**config.mk**
```make
export PLATFORM = sky130hd
export DESIGN_NAME = npu_seq
export DESIGN_NICKNAME = d
export VERILOG_FILES = /design/src/rtl/npu_seq_pkg.sv /design/src/rtl/npu_seq_regs.sv /design/src/rtl/npu_seq.sv
export SDC_FILE = /design/constraint.sdc
export NUM_CORES = 1
export LEC_CHECK = 0
export CAP_MARGIN = 30
export CORE_AREA = 4 4 122 124
export DETAILED_ROUTE_END_ITERATION = 10
export DIE_AREA = 0 0 126 128
export GPL_ROUTABILITY_DRIVEN = 1
export HOLD_SLACK_MARGIN = 0.1
export PLACE_DENSITY = 0.71
export REMOVE_ABC_BUFFERS = 1
export SYNTH_ARGS = -nofsm -noshare
export SYNTH_HDL_FRONTEND = slang
export SYNTH_HIERARCHICAL = 1
export SYNTH_SLANG_ARGS = --single-unit
```
**constraint.sdc**
```tcl
create_clock -name clk -period 3.41 [get_ports clk]
set_input_delay 1.023 -clock clk [delete_from_list [all_inputs] [get_ports clk]]
set_output_delay 1.023 -clock clk [all_outputs]
set_load 0.1 [all_outputs]
```
**src/rtl/npu_seq_pkg.sv**
```systemverilog
// Shared types and constants for the NPU host sequencer: state encoding,
// host address decode codes and the buffer-write payload.
package npu_seq_pkg;

  localparam int unsigned ADDR_W = 16;
  localparam int unsigned DATA_W = 32;
  localparam int unsigned SEL_W  = 3;
  localparam int unsigned IDX_W  = 12;

  typedef enum logic [3:0] {
    ST_IDLE      = 4'd0,
    ST_CH_WAIT   = 4'd1,
    ST_CONV1     = 4'd2,
    ST_RELOAD    = 4'd3,
    ST_CONV2     = 4'd4,
    ST_FC_START  = 4'd5,
    ST_FC_STREAM = 4'd6,
    ST_FC_RUN    = 4'd7
  } state_t;

  localparam int unsigned CTRL_GO      = 0;
  localparam int unsigned CTRL_ABORT   = 1;
  localparam int unsigned CTRL_CLR     = 2;
  localparam int unsigned CTRL_NEW_INF = 3;

  localparam logic [SEL_W-1:0] SEL_IMG  = 3'd1;
  localparam logic [SEL_W-1:0] SEL_WC   = 3'd2;
  localparam logic [SEL_W-1:0] SEL_FC1  = 3'd3;
  localparam logic [SEL_W-1:0] SEL_FC2  = 3'd4;
  localparam logic [SEL_W-1:0] SEL_CTRL = 3'd5;
  localparam logic [SEL_W-1:0] SEL_STAT = 3'd7;

  localparam logic [IDX_W-1:0] IDX_STATUS  = 12'd0;
  localparam logic [IDX_W-1:0] IDX_LOGIT   = 12'd4;
  localparam logic [IDX_W-1:0] IDX_CNT     = 12'd8;
  localparam logic [IDX_W-1:0] IDX_VERSION = 12'd12;

  typedef struct packed {
    logic [SEL_W-1:0]  sel;
    logic [IDX_W-1:0]  idx;
    logic [DATA_W-1:0] data;
  } buf_wr_t;

  function automatic logic is_buf_sel(input logic [SEL_W-1:0] sel);
    return (sel == SEL_IMG) || (sel == SEL_WC) || (sel == SEL_FC2);
  endfunction

  // States in which a compute engine owns the data buffers.
  function automatic logic is_busy(input state_t st);
    return (st == ST_CONV1) || (st == ST_CONV2) || (st == ST_FC_RUN);
  endfunction

endpackage

```
**src/rtl/npu_seq_regs.sv**
```systemverilog
// Host register port: write decode and forwarding, control strobes,
// sticky status bits and the registered 1-cycle read mux.
module npu_seq_regs
  import npu_seq_pkg::*;
#(
  parameter int unsigned CH_W    = 4,
  parameter int unsigned GRP_W   = 6,
  parameter int unsigned RES_W   = 24,
  parameter logic [7:0]  VERSION = 8'h02
) (
  input  logic              clk,
  input  logic              rst,
  input  logic              i_ena,
  input  logic              i_wea,
  input  logic [ADDR_W-1:0] i_addra,
  input  logic [DATA_W-1:0] i_dina,
  input  state_t            i_state,
  input  logic [CH_W-1:0]   i_ch_cnt,
  input  logic [GRP_W-1:0]  i_grp_cnt,
  input  logic [RES_W-1:0]  i_logit,
  input  logic              i_fc_w_ready,
  input  logic              i_done_set,
  input  logic              i_err_early,
  output logic [DATA_W-1:0] o_douta,
  output logic              o_buf_we,
  output logic [SEL_W-1:0]  o_buf_sel,
  output logic [IDX_W-1:0]  o_buf_idx,
  output logic [DATA_W-1:0] o_buf_data,
  output logic              o_fc_w_valid,
  output logic              o_irq,
  output logic              o_go_c,
  output logic              o_abort_c,
  output logic              o_new_inf_c,
  output logic              o_fc_acc_c
);

  logic [SEL_W-1:0]  w_sel;
  logic [IDX_W-1:0]  w_idx;
  logic              w_wr, w_rd, w_ctrl_wr, w_clr;
  logic              w_buf_wr, w_busy, w_fc1_wr, w_fc_ok, w_fc_acc;
  logic              w_fc_need_w, w_stat_rd;
  logic [DATA_W-1:0] w_rdata;
  logic              w_unused;

  buf_wr_t r_buf;
  logic    r_done, r_err_busy, r_err_wr;

  assign w_sel     = i_addra[14:12];
  assign w_idx     = i_addra[11:0];
  assign w_unused  = i_addra[15];
  assign w_wr      = i_ena & i_wea;
  assign w_rd      = i_ena & ~i_wea;
  assign w_ctrl_wr = w_wr && (w_sel == SEL_CTRL);
  assign w_clr     = w_ctrl_wr & i_dina[CTRL_CLR];

  assign o_go_c      = w_ctrl_wr & i_dina[CTRL_GO];
  assign o_abort_c   = w_ctrl_wr & i_dina[CTRL_ABORT];
  assign o_new_inf_c = w_ctrl_wr & i_dina[CTRL_NEW_INF];

  assign w_buf_wr    = w_wr && is_buf_sel(w_sel);
  assign w_busy      = is_busy(i_state);
  assign w_fc1_wr    = w_wr && (w_sel == SEL_FC1);
  assign w_fc_ok     = (i_state == ST_FC_STREAM) && i_fc_w_ready;
  assign w_fc_acc    = w_fc1_wr & w_fc_ok;
  assign o_fc_acc_c  = w_fc_acc;
  assign w_fc_need_w = w_fc_ok;
  assign w_stat_rd   = w_rd && (w_sel == SEL_STAT) && (w_idx == IDX_STATUS);

  // Read mux; anything outside the status page reads as zero.
  always_comb begin
    w_rdata = '0;
    if (w_sel == SEL_STAT) begin
      case (w_idx)
        IDX_STATUS:  w_rdata = {16'h0000, VERSION, 4'(i_state), w_fc_need_w,
                                r_err_wr, r_err_busy, r_done};
        IDX_LOGIT:   w_rdata = {{(DATA_W-RES_W){i_logit[RES_W-1]}}, i_logit};
        IDX_CNT:     w_rdata = DATA_W'({i_ch_cnt, i_grp_cnt});
        IDX_VERSION: w_rdata = DATA_W'(VERSION);
        default:     w_rdata = '0;
      endcase
    end
  end

  always_ff @(posedge clk) begin
    if (rst) begin
      o_douta      <= '0;
      o_buf_we     <= 1'b0;
      o_fc_w_valid <= 1'b0;
      r_buf        <= '0;
      r_done       <= 1'b0;
      r_err_busy   <= 1'b0;
      r_err_wr     <= 1'b0;
    end else begin
      o_buf_we     <= 1'b0;
      o_fc_w_valid <= 1'b0;
      if (w_rd) o_douta <= w_rdata;
      if (w_buf_wr && !w_busy) begin
        o_buf_we <= 1'b1;
        r_buf    <= '{sel: w_sel, idx: w_idx, data: i_dina};
      end
      if (w_fc_acc) begin
        o_fc_w_valid <= 1'b1;
        r_buf        <= '{sel: w_sel, idx: w_idx, data: i_dina};
      end
      // Sticky bits: a same-cycle set always beats a clear.
      if (w_clr) begin
        r_err_busy <= 1'b0;
        r_err_wr   <= 1'b0;
      end
      if (w_buf_wr && w_busy) r_err_busy <= 1'b1;
      if ((w_fc1_wr && !w_fc_ok) || i_err_early) r_err_wr <= 1'b1;
      if (w_clr || w_stat_rd) r_done <= 1'b0;
      if (i_done_set) r_done <= 1'b1;
    end
  end

  assign o_buf_sel  = r_buf.sel;
  assign o_buf_idx  = r_buf.idx;
  assign o_buf_data = r_buf.data;
  assign o_irq      = r_done;

endmodule

```
**src/rtl/npu_seq.sv**
```systemverilog
// NPU layer sequencer: walks conv1/conv2 per channel, then streams FC1
// weights and waits for the FC result; host access lives in npu_seq_regs.
module npu_seq
  import npu_seq_pkg::*;
#(
  parameter int unsigned NUM_CH     = 10,
  parameter int unsigned CH_W       = 4,
  parameter int unsigned FC1_GROUPS = 33,
  parameter int unsigned GRP_W      = 6,
  parameter int unsigned RES_W      = 24,
  parameter logic [7:0]  VERSION    = 8'h02
) (
  input  logic              clk,
  input  logic              rst,
  input  logic              ena,
  input  logic              wea,
  input  logic [ADDR_W-1:0] addra,
  input  logic [DATA_W-1:0] dina,
  output logic [DATA_W-1:0] douta,
  output logic              buf_we,
  output logic [SEL_W-1:0]  buf_sel,
  output logic [IDX_W-1:0]  buf_idx,
  output logic [DATA_W-1:0] buf_data,
  output logic              conv_start,
  output logic              conv_layer,
  input  logic              conv_done,
  output logic              psum_clear,
  output logic              psum_en,
  output logic              fc_start,
  output logic              fc_w_valid,
  input  logic              fc_w_ready,
  input  logic              fc_done,
  input  logic [RES_W-1:0]  fc_logit,
  output logic              irq
);

  state_t             r_state;
  logic [CH_W-1:0]    r_ch_cnt;
  logic [GRP_W-1:0]   r_grp_cnt;
  logic [RES_W-1:0]   r_logit;
  logic               r_conv_start, r_conv_layer, r_psum_clear, r_psum_en, r_fc_start;

  logic               w_go, w_abort, w_new_inf, w_fc_acc;
  logic               w_fc_fin, w_err_early;
  logic [CH_W-1:0]    w_ch_next;
  logic [GRP_W-1:0]   w_grp_next;

  assign w_ch_next   = r_ch_cnt + CH_W'(1);
  assign w_grp_next  = r_grp_cnt + GRP_W'(1);
  // FC result is taken in FC_RUN, or early in FC_STREAM (flagged as error).
  assign w_fc_fin    = fc_done && !w_abort &&
                       ((r_state == ST_FC_RUN) || (r_state == ST_FC_STREAM));
  assign w_err_early = w_fc_fin && (r_state == ST_FC_STREAM);

  always_ff @(posedge clk) begin
    if (rst) begin
      r_state      <= ST_IDLE;
      r_ch_cnt     <= '0;
      r_grp_cnt    <= '0;
      r_logit      <= '0;
      r_conv_start <= 1'b0;
      r_conv_layer <= 1'b0;
      r_psum_clear <= 1'b0;
      r_psum_en    <= 1'b0;
      r_fc_start   <= 1'b0;
    end else begin
      r_conv_start <= 1'b0;
      r_psum_clear <= 1'b0;
      r_fc_start   <= 1'b0;
      if (w_abort) begin
        r_state      <= ST_IDLE;
        r_psum_en    <= 1'b0;
        r_conv_layer <= 1'b0;
        r_ch_cnt     <= '0;
        r_grp_cnt    <= '0;
      end else begin
        case (r_state)
          ST_IDLE: if (w_new_inf) begin
            r_psum_clear <= 1'b1;
            r_ch_cnt     <= '0;
            r_state      <= ST_CH_WAIT;
          end
          ST_CH_WAIT: if (w_go) begin
            r_conv_layer <= 1'b0;
            r_conv_start <= 1'b1;
            r_state      <= ST_CONV1;
          end
          ST_CONV1: if (conv_done) r_state <= ST_RELOAD;
          ST_RELOAD: if (w_go) begin
            r_conv_layer <= 1'b1;
            r_psum_en    <= 1'b1;
            r_conv_start <= 1'b1;
            r_state      <= ST_CONV2;
          end
          ST_CONV2: if (conv_done) begin
            r_psum_en <= 1'b0;
            r_ch_cnt  <= w_ch_next;
            r_state   <= (w_ch_next == CH_W'(NUM_CH)) ? ST_FC_START : ST_CH_WAIT;
          end
          ST_FC_START: begin
            r_fc_start <= 1'b1;
            r_grp_cnt  <= '0;
            r_state    <= ST_FC_STREAM;
          end
          ST_FC_STREAM: begin
            if (w_fc_fin) begin
              r_logit <= fc_logit;
              r_state <= ST_IDLE;
            end else if (w_fc_acc) begin
              r_grp_cnt <= w_grp_next;
              if (w_grp_next == GRP_W'(FC1_GROUPS)) r_state <= ST_FC_RUN;
            end
          end
          ST_FC_RUN: if (w_fc_fin) begin
            r_logit <= fc_logit;
            r_state <= ST_IDLE;
          end
          default: r_state <= ST_IDLE;
        endcase
      end
    end
  end

  assign conv_start = r_conv_start;
  assign conv_layer = r_conv_layer;
  assign psum_clear = r_psum_clear;
  assign psum_en    = r_psum_en;
  assign fc_start   = r_fc_start;

  npu_seq_regs #(
    .CH_W    (CH_W),
    .GRP_W   (GRP_W),
    .RES_W   (RES_W),
    .VERSION (VERSION)
  ) u_regs (
    .clk          (clk),
    .rst          (rst),
    .i_ena        (ena),
    .i_wea        (wea),
    .i_addra      (addra),
    .i_dina       (dina),
    .i_state      (r_state),
    .i_ch_cnt     (r_ch_cnt),
    .i_grp_cnt    (r_grp_cnt),
    .i_logit      (r_logit),
    .i_fc_w_ready (fc_w_ready),
    .i_done_set   (w_fc_fin),
    .i_err_early  (w_err_early),
    .o_douta      (douta),
    .o_buf_we     (buf_we),
    .o_buf_sel    (buf_sel),
    .o_buf_idx    (buf_idx),
    .o_buf_data   (buf_data),
    .o_fc_w_valid (fc_w_valid),
    .o_irq        (irq),
    .o_go_c       (w_go),
    .o_abort_c    (w_abort),
    .o_new_inf_c  (w_new_inf),
    .o_fc_acc_c   (w_fc_acc)
  );

endmodule

```
==> results.toml, run 1 <==
[worst_setup_path]
ff2ff_path_depth = 7
critical_path_arrival_ps = 3280
cp_top_family = "simple AND/OR/NAND/NOR gates"
worstSetupPathType = "input pin to register"
rr_endpoint = "r_grp_cnt[5]$_SDFFE_PP0P_"
worstSetupEndpointType = "register"
critical_path_peak_fanout = 7
worstSetupStartpointType = "input pin"
slowest_stage = "clkdlybuf4s50_1"
r2r_setup_slack_ps = 840
critical-path-max-stage-delay_ps = 480
cpMostUsedCell = "buf_4"
path_cells = "clkdlybuf4s50_1 > buf_4 > nor3_1 > buf_4 > nor2b_1 > nand2b_1 > or3_1 > and2_1 > o21ai_0 > a21oi_1"
path_buf_inv = 3
worstSetupStartpoint = "addra[14]"
reg2reg_from = "r_state[2]$_SDFFE_PP0P_"
critical_path_required_ps = 3680

[timing]
skew_ps = 6.274
setup_slack_ps = 406.9
rsz0062_at_grt = "no"
worst_pin_slew_ps = 653.2
slew-limit-headroom = 0.5640
hold_viol = 0
period_share = 0.8807
hold_ws_ps = 455.9
slew_viol_final = 0
layout_min_cycle_time_ps = 3003
fmax_mhz = 333.0
setup_viol = 0

[synth]
yosysUniqueCellTypes = 59
synth_edf_count = 0
yosys_most_used_dff = "dfxtp_1"
synthAdderAreaFrac = 0.009276
netlist_area_mm2 = 0.005395
yosys_warnings = 6
yosysSeqAreaShare = 0.4378
synthXorXnorAreaFrac = 0.008117
synth_seq_cells = 118
synthCells = 598
synth_compound_area_frac = 0.1218
syn_avg_cell_area_um2 = 9.022
async_flop_share = 0
synth_mux_area_frac = 0.1083
synth_top_family_by_area = "simple AND/OR/NAND/NOR gates"
synth-simple-area-share = 0.2597

[placed_design]
placed_area_mm2 = 0.006977
gp_congestion = 0.7794
io_buffer_count = 164
dp_hpwl_um = 10200
pre_cts_slack_ps = 24.20

[global_route]
grt_pass1_wl_um = 22850
first_global_vias = 4687
antenna_found_initial = 0
grt_max_degree = 62
grtUsageTotal = 0.1745
grt_remaining_overflow = 0

[clocking]
clk_pin_slew_ps = 50
htree_num_levels = 4
tritoncts = "built"
cts_setup_buffers = 0
clk-insertion-delay-late_ps = 410
cts_resized = 0
clk_path_buf_depth = 2
numCtsBuffers = 17
cts_root_buf = "clkbuf_16"
cts_hold_buf = 0
cts.sinks = 118

[finish]
layout.nets = 837
drive_above_1_share = 0.2219
stdcell_area_mm2 = 0.007609
area_growth_pct = 41.03
antenna_cells = 0
utilization = 0.5524

[run_status]
status = "completed"

[die]
die_w_um = 126
rows = 43
core-area_mm2 = 0.01377
start_util = 0.3917
io_pins = 166
die_h_um = 128
dieArea_mm2 = 0.01613

[detailed_routing]
drtPass1Iterations = 4
drtAntennaViolNets = 0
wl_um = 13990
drc = 0
dr_total_vias = 4606
via_per_inst = 4.869
drt-initial-drc-count = 316
wl_per_cell_um = 14.79

[min_path]
hold_class = "register to register"
min_from = "r_logit[11]$_SDFFE_PP0P_"
whs_path_depth = 2
holdPathEnd = "r_logit[11]$_SDFFE_PP0P_"

[pwr]
power.leakage_nw = 2.917
ir_drop_v = 0.0002774
power.density_mw_per_mm2 = 488.6

[run]
cap_violations = 0
-- worst max path at each step --
| stage | depth (start not counted) | endpoint | slack (ps) |
|---|---|---|---|
| after global routing | 10 | r_grp_cnt[3]$_SDFFE_PP0P_ | 250 |
| after floorplan | 4 | u_regs/o_buf_sel[0]$_SDFFE_PP0P_ | -5590 |
| after CTS | 10 | r_grp_cnt[3]$_SDFFE_PP0P_ | 460 |
| final | 10 | r_grp_cnt[5]$_SDFFE_PP0P_ | 410 |
| after global placement | 10 | r_grp_cnt[5]$_SDFFE_PP0P_ | 100 |
| after detailed placement | 10 | r_grp_cnt[5]$_SDFFE_PP0P_ | 20 |
-- cell usage after synthesis (2+ instances only) --
cell	n	area, um^2
nor2_1	29	108.9
nand3_1	9	45.04
xor2_1	3	26.28
a32oi_1	3	26.28
nor3_1	4	20.02
o22ai_1	2	12.51
inv_1	10	37.54
and2_1	4	25.02
o21ai_0	18	90.09
or2_2	2	12.51
nor2_2	10	62.56
nand3b_1	5	37.54
buf_2	9	45.04
ha_1	4	50.05
nor4_1	2	12.51
a22oi_2	10	125.1
a22oi_1	13	97.59
dfxtp_1	118	2362
or4_1	2	15.01
buf_4	13	97.59
buf_1	2	7.510
clkbuf_1	24	90.09
nor2b_1	4	25.02
nor4b_1	2	17.52
and3_1	2	12.51
xnor2_1	2	17.52
a21oi_1	37	185.2
nand2_1	61	229.0
mux2i_1	55	550.5
o21ai_1	6	30.03
nand4_1	3	18.77
mux2_2	3	33.78
nand2b_1	99	619.3
or3_1	3	18.77
-- routing by layer --
layer / part of all wire / wire [um] / track usage / up-vias
li1: - / - / - / 2341
met1: 0.41 / 5803 / 0.2035 / 2124
met2: 0.50 / 7040 / 0.2914 / 122
met3: 0.069 / 960 / 0.06458 / 19
met4: 0.014 / 189 / 0.07003 / 0
met5: 0 / 0 / 0 / -
-- cells in the final DEF, fill, tap and decap left out, drive strengths merged, types with 2 or more instances in the layout --
| cell | instances |
|---|---|
| xnor2 | 2 |
| clkbuf | 22 |
| buf | 107 |
| or2 | 2 |
| o21ai | 24 |
| nor2 | 40 |
| a22oi | 23 |
| nor2b | 5 |
| and3 | 2 |
| ha | 4 |
| dfxtp | 118 |
| or3b | 2 |
| nor4 | 3 |
| mux2 | 3 |
| or4b | 2 |
| nand3b | 5 |
| nor3 | 4 |
| or4 | 2 |
| clkdlybuf4s50 | 76 |
| inv | 10 |
| mux2i | 55 |
| xor2 | 3 |
| o22ai | 2 |
| conb | 4 |
| and2 | 4 |
| nand2b | 99 |
| clkinv | 5 |
| a21oi | 37 |
| bufinv | 4 |
| nand2 | 62 |
| a32oi | 3 |
| nor4b | 2 |
| nand3 | 9 |
| or3 | 3 |
| nand4 | 3 |
-- sequential cells by signal, indices dropped and copies added (netlist names) --
name	flops
conv_start	1
u_regs/o_douta	24
u_regs/o_buf_we	1
u_regs/r_err_busy	1
conv_layer	1
psum_en	1
u_regs/o_buf_idx	12
u_regs/o_buf_data	32
fc_start	1
u_regs/o_buf_sel	3
r_logit	24
r_grp_cnt	6
u_regs/o_irq	1
r_state	3
u_regs/r_err_wr	1
psum_clear	1
r_ch_cnt	4
u_regs/o_fc_w_valid	1
-- cells by family after synthesis --
group                    after synthesis
flip-flops                           118
buffers and inverters                 60
other                                  1
multiplexers                          58
AND/OR/NAND/NOR                      252
AO/OA/AOI/OAI                        100
adder cells (fa/ha/maj)                4
XOR/XNOR                               5
-- worst min-delay path, cell delays in order (launching register included) --
cell	delay [ps]
dfxtp_1	310
nand2_1	50
a21oi_1	50
-- layout make-up --
type / count / area, um^2
clock inverters: 9 / 147.6
inverters: 11 / 41.29
fillers: 1270 / 6165
well taps: 180 / 225.2
flip-flops and latches: 118 / 2362
repair buffers: 183 / 1589
multi-input cells: 423 / 2759
clock buffers: 22 / 484.2
-- power by group --
part	switching, mW	total (mW)	internal [mW]
clock	0.611	1.90	1.29
combinational	0.244	0.405	0.161
sequential	0.0114	1.41	1.40
-- stage by stage --
stage                     power [mW]  TNS, ps  instances
after floorplan                1.677  -288780        552
after global placement         1.840        0        915
after detailed placement       1.847        0        915
after CTS                      3.762        0        946
after global routing           3.839        0        946
final                          3.718        0        946
No activity file was read; power rests on OpenSTA's default activity.
==> run 2, diff against run 1 <==
CORE_AREA = 4 4 114 116   (was 4 4 122 124)
DIE_AREA = 0 0 118 120   (was 0 0 126 128)
PLACE_DENSITY = 0.79   (was 0.71)
==> run 2 against run 1 <==
  * Routed wire length is 1.0% lower
  * Clock power decreased by 5%
  * Total power decreased by 2.7%
  * Worst setup slack improved by 41 ps
  * Non-clock buffer count stayed put
  * Die area shrank 12%
  * Register-to-register slack lost 40 ps
  * First-iteration DRC count shrank 28%
  * Cell count decreased by 3.5%
  * Worst hold slack got worse by 8.5 ps
  * Clock skew about the same
  * Critical path type unchanged
  * Largest cell class unchanged
  * Highest routed layer unchanged
==> results.toml, run 2 (same netlist as run 1, synthesis figures left out) <==
[worst_setup_path]
worstSetupPathType = "input pin to register"
ff2ff_path_depth = 5
critical_path_required_ps = 3690
rr_endpoint = "u_regs/o_buf_data[20]$_SDFFE_PP0P_"
r2r_setup_slack_ps = 800
critical_path_arrival_ps = 3240
worstSetupStartpoint = "ena"
reg2reg_from = "r_state[2]$_SDFFE_PP0P_"
worstSetupStartpointType = "input pin"
critical_path_peak_fanout = 7
worstSetupEndpointType = "register"

[pwr]
pwr-share-seq = 0.390
p_clk_frac = 0.498
power.leakage_nw = 2.894
switchingPower_uw = 860.3
power.density_mw_per_mm2 = 480.7
swShare = 0.2379
power_frac_comb = 0.112
ir_drop_v = 0.0003829
p_int_mw = 2.756

[detailed_routing]
dr_total_vias = 4684
drtPass1Iterations = 4
drc = 0
drtAntennaViolNets = 0
wl_um = 13850
drt-initial-drc-count = 227
via_per_inst = 5.130
wl_per_cell_um = 15.17

[timing]
period_share = 0.8685
skew_ps = 6.048
fmax_mhz = 337.6
slew_viol_final = 0
rsz0062_at_grt = "no"
setup_tns_ps = 0
setup_viol = 0
slew-limit-headroom = 0.5774
hold_viol = 0
worst_pin_slew_ps = 633.1
hold_ws_ps = 447.4
layout_min_cycle_time_ps = 2962

[global_route]
antenna_found_initial = 0
first_global_vias = 4733
grt_remaining_overflow = 0
grtUsageTotal = 0.1999
grt_pass1_wl_um = 23140
grt_max_degree = 80

[finish]
antenna_cells = 0
layout.nets = 837
area_growth_pct = 39.42
final_common_cell = "dfxtp_1"
largest_reg_flops = 32
layout_common_cells = "dfxtp_1 (118), buf_4 (106), nand2b_1 (99)"
final_cells = 913
drive_above_1_share = 0.2206

[clocking]
clk_path_buf_depth = 2
htree_num_levels = 4
clk-insertion-delay-late_ps = 410
numCtsBuffers = 17
cts_hold_buf = 0
tritoncts = "built"
cts_root_buf = "clkbuf_16"
cts_setup_buffers = 0
clk_pin_slew_ps = 50
cts.sinks = 118
cts_resized = 0

[min_path]
min_from = "r_logit[1]$_SDFFE_PP0P_"
holdPathEnd = "r_logit[1]$_SDFFE_PP0P_"
whs_path_depth = 2
hold_class = "register to register"

[run_status]
status = "completed"

[die]
core-area_mm2 = 0.01191
die_h_um = 120
io_pins = 166
die_w_um = 118
start_util = 0.4529
rows = 40
dieArea_mm2 = 0.01416

[placed_design]
dp_hpwl_um = 10150
dp_cells = 882
gp_congestion = 0.8627
io_buffer_count = 164

[run]
cap_violations = 0
==> run 2: changes by cell type in the layout (fill, tap and decap cells not counted) <==
cell and delta:
buf_12 -1, buf_4 +1, bufinv_16 -1, clkbuf_1 +1, clkbuf_8 -1, clkinvlp_4 +1
==> run 2: layer usage <==
metal	share of wire	up-vias	GRT usage
li1	-	2332	-
met1	0.40	2198	0.2279
met2	0.51	133	0.3374
met3	0.070	21	0.07352
met4	0.022	0	0.08571
met5	0	-	0
==> run 2: worst max path at each step <==
stage                                  endpoint  slack (ps)  cells past startpoint
3_5_place_dp          r_grp_cnt[2]$_SDFFE_PP0P_          70                      9
2_1_floorplan  u_regs/o_buf_sel[0]$_SDFFE_PP0P_       -5590                      4
3_3_place_gp          r_grp_cnt[4]$_SDFFE_PP0P_          70                      9
6_report              r_grp_cnt[2]$_SDFFE_PP0P_         450                      9
5_1_grt               r_grp_cnt[4]$_SDFFE_PP0P_         170                      9
4_1_cts               r_grp_cnt[3]$_SDFFE_PP0P_         460                      9
==> run 2: layout make-up <==
type                    count  area, um^2
fillers                  1002        4389
well taps                 147       183.9
repair buffers            183        1577
clock buffers              22       474.2
inverters                  11       41.29
multi-input cells         423        2759
clock inverters             9       125.1
flip-flops and latches    118        2362
==> run 2: critical path, cell delays in order <==
cell	delay (ps)
clkdlybuf4s50_1	550
nand2_1	90
nor3_1	330
nor2b_1	240
nand2b_1	100
or3_1	400
and2_1	230
o21ai_0	180
a21oi_1	90
==> run 2: power groups by stage <==
| stage | Combinational, mW | Clock (mW) | Sequential (mW) |
|---|---|---|---|
| global route | 0.428 | 1.90 | 1.41 |
| CTS | 0.407 | 1.83 | 1.41 |
| floorplan | 0.0986 | 0 | 1.58 |
| detailed placement | 0.406 | 0 | 1.44 |
| global placement | 0.399 | 0 | 1.44 |
| finish | 0.405 | 1.80 | 1.41 |
==> run 2: per-stage QoR <==
stage | setup WS (ps) | total power [mW] | cell area (um^2) | util
after floorplan | -5593 | 1.677 | 5155 | -
final | 448.2 | 3.616 | 7522 | 0.6315
after global placement | 73.24 | 1.838 | 6923 | 0.5812
after CTS | 460.0 | 3.647 | 7522 | 0.6315
after detailed placement | 67.98 | 1.847 | 6923 | 0.5812
after global routing | 170.5 | 3.738 | 7522 | 0.6315
==> run 3, diff against run 2 <==
ABC_CLOCK_PERIOD_IN_PS = 3410   (was unset)
CORE_AREA = 4 4 109 111   (was 4 4 114 116)
DIE_AREA = 0 0 113 115   (was 0 0 118 120)
PLACE_DENSITY = 0.81   (was 0.79)
SYNTH_HIERARCHICAL = unset   (was 1)
==> run 3 against run 2 <==
  * First-iteration DRC count down 6.2%
  * Sequential power about the same
  * Clock skew about the same
  * Count of clock-buffer cells in the layout down 1
==> results.toml, run 3 <==
[run_status]
status = "completed"

[timing]
period_share = 0.8103
slew_viol_final = 0
worst_pin_slew_ps = 1013
slew-limit-headroom = 0.3228
fmax_mhz = 361.9
layout_min_cycle_time_ps = 2763
setup_viol = 0
skew_ps = 6.340
rsz0062_at_grt = "no"
hold_viol = 0

[worst_setup_path]
path_cells = "clkdlybuf4s50_1 > nand2_1 > or4_1 > nor2_2 > a21oi_2 > o21ai_1 > a21oi_1"
slowest_stage = "or4_1"
critical_path_required_ps = 3770
worstSetupPathType = "input pin to register"
cp_top_family = "simple AND/OR/NAND/NOR gates"
worstSetupStartpointType = "input pin"
path_buf_inv = 1
critical-path-max-stage-delay_ps = 670
worstSetupEndpointType = "register"
critical_path_arrival_ps = 3120
critical_path_peak_fanout = 5

[clocking]
cts.sinks = 118
cts_root_buf = "clkbuf_8"
cts_setup_buffers = 0
clk-insertion-delay-late_ps = 500
clk_path_buf_depth = 2
tritoncts = "built"
numCtsBuffers = 17
cts_resized = 0
htree_num_levels = 4
cts_hold_buf = 0
clk_pin_slew_ps = 60

[detailed_routing]
met2_length_um = 6583
via_per_inst = 5.202
dr_total_vias = 4703
top_layer_used = "met4"
wl_per_cell_um = 15.23
drc = 0
drt-initial-drc-count = 213
wl_met1_um = 5666
drtPass1Iterations = 5
drtAntennaViolNets = 0
wl_um = 13770
met3_length_um = 1383

[finish]
largest_reg_flops = 32
antenna_cells = 0
drive_above_1_share = 0.1859
nFillCells = 902
utilization = 0.6449
final_common_cell = "nand2_1"
final_cells = 904
layout.nets = 834
layout_common_cells = "nand2_1 (162), dfxtp_1 (118), buf_4 (97)"
area_growth_pct = 42.02

[synth]
yosys_most_used_dff = "dfxtp_1"
synth_top_family_by_area = "simple AND/OR/NAND/NOR gates"
yosys_warnings = 0
synth_edf_count = 0
yosysMostFrequentCell = "nand2_1"
yosysUniqueCellTypes = 60
yosysTopAreaCellShare = 0.4820
syn_avg_cell_area_um2 = 8.087
synth_mux_area_frac = 0.02272
yosysSeqAreaShare = 0.4820
netlist_area_mm2 = 0.004901
synth_compound_area_frac = 0.1820
synthTopCellsByCount = "nand2_1 (162), dfxtp_1 (118), a21oi_1 (87)"
async_flop_share = 0
synthCells = 606
synthXorXnorAreaFrac = 0.007148
synthAdderAreaFrac = 0.01021
synth.largest_area_cell = "dfxtp_1"
synth.area.top_cells = "dfxtp_1 (48%), nand2_1 (12%), a21oi_1 (8.9%)"
synth-simple-area-share = 0.2410
synth_seq_cells = 118

[pwr]
power.density_mw_per_mm2 = 517.3
report.power.total_mw = 3.601
ir_drop_v = 0.0003272
power.leakage_nw = 2.692

[global_route]
grtUsageTotal = 0.2089
grt_remaining_overflow = 0
first_global_vias = 4684
antenna_found_initial = 0
grt_max_degree = 78
grt_pass1_wl_um = 22110

[die]
io_pins = 166
rows = 38
core-area_mm2 = 0.01079
start_util = 0.4541
die_w_um = 113
die_h_um = 115
dieArea_mm2 = 0.01300

[placed_design]
dp_hpwl_um = 9719
gp_congestion = 0.8444
dp_cells = 872
io_buffer_count = 164

[min_path]
hold_class = "register to register"

[run]
cap_violations = 0
-- run 3: cell types whose count changed in the layout (fill, tap and decap cells not counted), moves of 3 or more --
cell,before,now
mux2i_1,55,10
nor2_1,29,47
nor2_2,10,1
nand2b_1,99,5
a22oi_2,10,0
inv_1,10,7
a22oi_1,13,25
conb_1,4,0
o21ai_0,18,13
nand2_1,61,162
nand3b_1,5,1
buf_4,106,97
a21oi_1,37,87
-- run 3: path summary, 6_finish.rpt --
kind	from	to	slack, ps	cells past startpoint
max	addra[13]	r_grp_cnt[2]$_SDFFE_PP0P_	650	7
min	u_regs.o_buf_data[24]$_SDFFE_PP0P_	u_regs.o_buf_data[24]$_SDFFE_PP0P_	450	2
max reg2reg	r_state[1]$_SDFFE_PP0P_	u_regs.o_buf_data[31]$_SDFFE_PP0P_	980	6
min reg2reg	u_regs.o_buf_data[24]$_SDFFE_PP0P_	u_regs.o_buf_data[24]$_SDFFE_PP0P_	450	2
-- run 3: worst reg2reg max path: stages (launching register included) --
cell and delay [ps]:
dfxtp_1 680, and2b_1 300, mux2_2 200, nor2_1 80, nor2_4 780, nand2_1 170, a21oi_1 150
-- run 3: cell families (layout without fill, tap and decap cells) --
| group | after synthesis | in the layout |
|---|---|---|
| buffers and inverters | 55 | 213 |
| AND/OR/NAND/NOR | 265 | 265 |
| flip-flops | 118 | 118 |
| adder cells (fa/ha/maj) | 4 | 4 |
| XOR/XNOR | 4 | 4 |
| AO/OA/AOI/OAI | 149 | 149 |
| multiplexers | 11 | 11 |
-- run 3: area by class of cell --
cell class | instances | area, um^2 | share of cell area
Clock inverter | 11 | 147.6 | 0.02121
Tap cell | 140 | 175.2 | 0.02517
Multi-Input combinational cell | 433 | 2281 | 0.3277
Timing Repair Buffer | 174 | 1509 | 0.2168
Inverter | 7 | 26.28 | 0.003775
Clock buffer | 21 | 459.2 | 0.06597
Sequential cell | 118 | 2362 | 0.3394
-- run 3: per-stage QoR --
stage               instance area (um^2)  hold WS, ps  setup TNS, ps  setup WS (ps)
floorplan                           4658        426.7         -36780          -3691
global placement                    6354        439.0              0          254.1
detailed placement                  6354        444.9              0          129.7
CTS                                 6960        453.2              0          615.7
global route                        6960        471.8              0          455.3
finish                              6960        449.0              0          646.8
-- run 3: metal layers --
layer	track usage	vias up
met4	0.05609	0
met5	0	-
met2	0.3479	166
li1	-	2336
met3	0.1000	14
met1	0.2421	2187
-- run 3: power by group --
group / total [mW] / switching (mW) / internal [mW]
clock network: 1.79 / 0.617 / 1.17
logic: 0.396 / 0.260 / 0.135
registers: 1.42 / 0.0158 / 1.40
